`src/rtl/serial_deserializer_if.sv`:
```
// Bundle of the serial receive inputs and the valid/ready word output of serial_deserializer.
// slave: deserializer view; master: source/consumer (testbench) view.
interface serial_deserializer_if #(
  parameter int unsigned BW_DATA = 8
);
  logic               i_Sin;
  logic               i_SinVld;
  logic               i_Start;
  logic               i_Rdy;
  logic [BW_DATA-1:0] o_Data;
  logic               o_Vld;
  logic               o_Busy;
  logic               o_Ovf;
  logic               o_ParErr;

  modport slave (
    input  i_Sin, i_SinVld, i_Start, i_Rdy,
    output o_Data, o_Vld, o_Busy, o_Ovf, o_ParErr
  );

  modport master (
    output i_Sin, i_SinVld, i_Start, i_Rdy,
    input  o_Data, o_Vld, o_Busy, o_Ovf, o_ParErr
  );
endinterface

```
`src/rtl/serial_deserializer.sv`:
```
// MSB-first serial-to-parallel receiver with a one-word valid/ready output buffer.
// Optional macro PARITY_EN: frames carry a trailing even-parity bit reported on o_ParErr.
module serial_deserializer #(
  parameter int unsigned BW_DATA = 8
) (
  input logic                  i_Clk,
  input logic                  i_Rst,
  serial_deserializer_if.slave bus
);

  localparam int unsigned BW_CNT = $clog2(BW_DATA + 2);
`ifdef PARITY_EN
  localparam int unsigned FRAME_LEN = BW_DATA + 1;
`else
  localparam int unsigned FRAME_LEN = BW_DATA;
`endif

  typedef enum logic {IDLE, SHIFT} state_t;

  state_t             r_state, w_state_nxt;
  logic [BW_CNT-1:0]  r_cnt, w_cnt_nxt;
  logic [BW_DATA-1:0] r_sr, w_sr_nxt;
  logic [BW_DATA-1:0] r_data;
  logic               r_vld;
  logic               r_ovf;
  logic               w_done;
  logic               w_accept;

  // Frame assembly: a start bit always opens a fresh frame, discarding any partial one.
  always_comb begin
    w_state_nxt = r_state;
    w_cnt_nxt   = r_cnt;
    w_sr_nxt    = r_sr;
    w_done      = 1'b0;
    case (r_state)
      IDLE: begin
        if (bus.i_SinVld && bus.i_Start) begin
          w_state_nxt = SHIFT;
          w_cnt_nxt   = BW_CNT'(1);
          w_sr_nxt    = BW_DATA'(bus.i_Sin);
        end
      end
      SHIFT: begin
        if (bus.i_SinVld) begin
          if (bus.i_Start) begin
            w_cnt_nxt = BW_CNT'(1);
            w_sr_nxt  = BW_DATA'(bus.i_Sin);
          end else begin
            w_cnt_nxt = r_cnt + BW_CNT'(1);
            // The parity bit (cnt == BW_DATA) is never shifted into the word.
            if (r_cnt < BW_CNT'(BW_DATA)) begin
              w_sr_nxt = {r_sr[BW_DATA-2:0], bus.i_Sin};
            end
            if (r_cnt == BW_CNT'(FRAME_LEN - 1)) begin
              w_done      = 1'b1;
              w_state_nxt = IDLE;
              w_cnt_nxt   = '0;
            end
          end
        end
      end
      default: w_state_nxt = IDLE;
    endcase
  end

  assign w_accept = w_done && (!r_vld || bus.i_Rdy);

  always_ff @(posedge i_Clk) begin
    if (i_Rst) begin
      r_state <= IDLE;
      r_cnt   <= '0;
      r_sr    <= '0;
      r_data  <= '0;
      r_vld   <= 1'b0;
      r_ovf   <= 1'b0;
    end else begin
      r_state <= w_state_nxt;
      r_cnt   <= w_cnt_nxt;
      r_sr    <= w_sr_nxt;
      if (w_accept) begin
        r_data <= w_sr_nxt;
        r_vld  <= 1'b1;
      end else if (w_done) begin
        r_ovf  <= 1'b1;
      end else if (r_vld && bus.i_Rdy) begin
        r_vld  <= 1'b0;
      end
    end
  end

`ifdef PARITY_EN
  logic r_par_err;

  // Even parity over data plus parity bit; follows the same accept/drop rule as the word.
  always_ff @(posedge i_Clk) begin
    if (i_Rst) begin
      r_par_err <= 1'b0;
    end else if (w_accept) begin
      r_par_err <= (^w_sr_nxt) ^ bus.i_Sin;
    end
  end

  assign bus.o_ParErr = r_par_err;
`else
  assign bus.o_ParErr = 1'b0;
`endif

  assign bus.o_Data = r_data;
  assign bus.o_Vld  = r_vld;
  assign bus.o_Ovf  = r_ovf;
  assign bus.o_Busy = (r_state == SHIFT);

endmodule

```
`src/flat_wrapper.sv`:
```
// flat-port wrapper written by rule: the top's interface ports become plain ports
module serial_deserializer_flat 
#(
  parameter int unsigned BW_DATA = 8
)
  (i_Clk, i_Rst, bus_i_Sin, bus_i_SinVld, bus_i_Start, bus_i_Rdy, bus_o_Data, bus_o_Vld, bus_o_Busy, bus_o_Ovf, bus_o_ParErr);
  serial_deserializer_if #(.BW_DATA(BW_DATA)) bus_i ();
  input logic i_Clk;
  input logic i_Rst;
  input wire logic [$bits(bus_i.i_Sin)-1:0] bus_i_Sin;
  input wire logic [$bits(bus_i.i_SinVld)-1:0] bus_i_SinVld;
  input wire logic [$bits(bus_i.i_Start)-1:0] bus_i_Start;
  input wire logic [$bits(bus_i.i_Rdy)-1:0] bus_i_Rdy;
  output wire logic [$bits(bus_i.o_Data)-1:0] bus_o_Data;
  output wire logic [$bits(bus_i.o_Vld)-1:0] bus_o_Vld;
  output wire logic [$bits(bus_i.o_Busy)-1:0] bus_o_Busy;
  output wire logic [$bits(bus_i.o_Ovf)-1:0] bus_o_Ovf;
  output wire logic [$bits(bus_i.o_ParErr)-1:0] bus_o_ParErr;
  assign bus_i.i_Sin = bus_i_Sin;
  assign bus_i.i_SinVld = bus_i_SinVld;
  assign bus_i.i_Start = bus_i_Start;
  assign bus_i.i_Rdy = bus_i_Rdy;
  assign bus_o_Data = bus_i.o_Data;
  assign bus_o_Vld = bus_i.o_Vld;
  assign bus_o_Busy = bus_i.o_Busy;
  assign bus_o_Ovf = bus_i.o_Ovf;
  assign bus_o_ParErr = bus_i.o_ParErr;
  serial_deserializer #(.BW_DATA(BW_DATA)) u_core (.i_Clk(i_Clk), .i_Rst(i_Rst), .bus(bus_i));
endmodule
```
`config.mk`:
```
export PLATFORM = sky130hd
export DESIGN_NAME = serial_deserializer_flat
export DESIGN_NICKNAME = d
export VERILOG_FILES = /design/src/rtl/serial_deserializer_if.sv /design/src/rtl/serial_deserializer.sv /design/src/flat_wrapper.sv
export SDC_FILE = /design/constraint.sdc
export NUM_CORES = 1
export LEC_CHECK = 0
export ABC_AREA = 1
export BUFFER_PORTS_ARGS = -buffer_cell sky130_fd_sc_hd__buf_4
export CAP_MARGIN = 20
export CELL_PAD_IN_SITES_DETAIL_PLACEMENT = 1
export CELL_PAD_IN_SITES_GLOBAL_PLACEMENT = 1
export CORE_MARGIN = 5
export CORE_UTILIZATION = 38
export CTS_CLUSTER_DIAMETER = 200
export DETAILED_ROUTE_END_ITERATION = 8
export PLACE_DENSITY_LB_ADDON = 0.1
export SYNTH_ARGS = -nofsm -noshare
export SYNTH_HDL_FRONTEND = slang
export SYNTH_SLANG_ARGS = --single-unit
```
`constraint.sdc`:
```
create_clock -name i_Clk -period 1.75 [get_ports i_Clk]
set_input_delay 0.175 -clock i_Clk [delete_from_list [all_inputs] [get_ports i_Clk]]
set_output_delay 0.175 -clock i_Clk [all_outputs]
set_load 0.05 [all_outputs]
```
==> reports/metrics.yaml <==
clkPwrFrac_pct: 27.5
grt_overflow: 0
finalCritPeriodShare_pct: 79.7
yosysTopAreaCell: "dfxtp_1"
clock-sinks: 23
layoutNonFillerInstCount: 227
diodes: 0
fin_tns_setup_ns: 0
hp-class: "in -> reg"
core_region_area_um2: 3000
drv_slew: 0
setup.worst_path.class: "reg -> reg"
netlist_instances: 178
post_cts_buffers: 0
startpoint_type: "flip-flop"
timing.reg2reg.setup_slack_ns: 0.35
synth_nets: 185
route.detailed.drc: 0
p_int_mw: 0.662
first_pass_iters: 3
design_area_um2: 1330
ys_types: 23
required_ns: 2.01
antenna_found_initial: 0
cts_inserted_buffers: 3
htree_levels: 1
status: "finished clean"
seq_power_share_pct: 59.8
reg2reg_from: "u_core.r_cnt[0]"
clk_latency_ns: 0.31
antenna_left: 0
cp-end-kind: "flip-flop"
syn-cell-area_um2: 1170
period_minus_slack_ns: 1.40
finalHoldViolCount: 0
crit_chain: "ha_1, nand3_4, inv_2, nand3_4, nand2_1, nand2_1, nor2_1"
synth.area.top_cells: "dfxtp_1, nand2_1, a21oi_1"
wl_mm: 2.87
reg2reg_depth: 7
crit_family: "simple AND/OR/NAND/NOR gates"
io_buffers: 16
p_switching_mw: 0.254
hold_buffers: 0
io_pins: 18
crit_fanout: 17
cellLeakagePower_nw: 0.626
synth_area_per_cell_um2: 6.60
dpl_cell_area_um2: 1310
clk_pin_slew_ns: 0.13
ys_warn_count: 0
grt_max_degree: 18
clock_skew_ns: 0.00688
dp_cells: 223
cts_root_buf: "clkbuf_4"
layout_setup_ws_ns: 0.355
setup_viol: 0
gp_congestion: 0.809
chipWidth_um: 65.6
rsz0062_at_grt: "no"
grt_pass1_wl_mm: 4.86
grt_pass1_vias: 1123
nNetsFinal: 202
ys_seq_elements: 23
fp-row-count: 20
crit_cells: 7
crit_buf_inv: 1
avgRoutedWirePerCell_um: 12.7
die_area_um2: 4300
maxCapViolCount: 0
critPathSlowestCell: "dfxtp_1"
hp-start: "bus_i_Rdy"
swShare_pct: 27.7
cts_resized: 0
final_common_cell: "nand2_1"
syn_to_final_growth_pct: 13.3
fin_total_pwr_mw: 0.916
place_ws_ns: 0.374
hold_path_end: "u_core.bus.o_Ovf"
cp.arrival_ns: 1.65
holdPathStages: 4
powerDensity_nw_per_um2: 688
final_util_pct: 44.3
tritoncts: "built"
drtIter0Drc: 45
die_height_um: 65.6
final_cell_mix: "nand2_1, dfxtp_1, inv_1"
rr_endpoint: "u_core.bus.o_Data[4]"
max_stage_delay_ns: 0.42
initial_core_util_pct: 39.1
cts_buffer_depth: 2
max-vdd-ir-drop_v: 0.000302
fmax_ghz: 0.717
drive_above_1_share_pct: 15.5
viasPerCell: 4.93
synth.yosys.seq_area_share_pct: 39.2
place_hpwl_mm: 2.16
holdWs_ns: 0.123
pwr-share-comb_pct: 12.7
post-synth-top-area-fraction_pct: 39.2
routed-via-count: 1119
grtUsageTotal_pct: 14.5
## worst register-to-register path, stage by stage, from the launching register on
cell     delay, ns
dfxtp_1       0.42
ha_1          0.27
nand3_4       0.10
inv_2         0.08
nand3_4       0.18
nand2_1       0.12
nand2_1       0.06
nor2_1        0.11
## routing by layer
metal  track usage (%)  wire length (µm)  share of wire, %  vias to the layer above
li1                  -                 -                 -                      583
met1              18.3              1340                47                      520
met2              24.5              1420                49                       12
met3              2.56                82               2.9                        4
met4              5.44                31               1.1                        0
met5                 0                 0                 0                        -
## area by class of cell
type | instances | area (µm²)
multi-input cells | 124 | 573
repair buffers | 17 | 128
flip-flops and latches | 23 | 460
fillers | 411 | 1670
inverters | 26 | 103
clock buffers | 4 | 26.3
well taps | 33 | 41.3
## synthesized netlist by cell type
library cell	n
nor2_1	18
clkbuf_1	1
buf_2	1
nor2_2	1
clkinv_4	1
buf_6	2
clkinv_1	1
nand2_1	57
o21ai_0	8
ha_1	1
xor2_1	1
dfxtp_1	23
a21oi_1	20
conb_1	1
nor2_4	1
nor3_1	1
nand3_1	10
nand2_2	2
nand4_1	1
nand3_4	2
inv_1	21
buf_4	1
inv_2	3
## registers in the layout, indices dropped and copies added, names as in the netlist
name,cells
u_core.bus.o_Data,8
u_core.r_sr,8
u_core.r_cnt,4
u_core.bus.o_Busy,1
u_core.bus.o_Ovf,1
u_core.bus.o_Vld,1
## power by group through the flow
| stage | clock network (mW) | registers, mW | logic [mW] |
|---|---|---|---|
| CTS | 0.268 | 0.548 | 0.118 |
| finish | 0.252 | 0.548 | 0.116 |
| global placement | 0 | 0.558 | 0.113 |
| global route | 0.289 | 0.551 | 0.132 |
| detailed placement | 0 | 0.560 | 0.117 |
| floorplan | 0 | 0.563 | 0.0784 |
## worst max-delay path by stage
stage          slack [ns]              start                    to
6_report             0.35    u_core.r_cnt[0]  u_core.bus.o_Data[4]
4_1_cts              0.33    u_core.r_cnt[0]  u_core.bus.o_Data[4]
2_1_floorplan        0.26  u_core.bus.o_Busy  u_core.bus.o_Data[1]
3_5_place_dp         0.37    u_core.r_cnt[0]  u_core.bus.o_Data[4]
5_1_grt              0.22    u_core.r_cnt[0]  u_core.bus.o_Data[1]
3_3_place_gp         0.48    u_core.r_cnt[0]  u_core.bus.o_Data[4]
## kinds of logic (layout without fill, tap and decap cells)
family / after synthesis / count (layout) / synth area share [%]
and+or+nand+nor: 93 / 93 / 34.7
other: 1 / 1 / 0.319
adders and majority gates: 1 / 1 / 1.06
xor gates and xnor gates: 1 / 1 / 0.746
buffers and inverters: 31 / 47 / 12.0
AOI/OAI and AO/OA: 28 / 28 / 11.9
DFF: 23 / 23 / 39.2
Power figures use the tool's default switching activity.
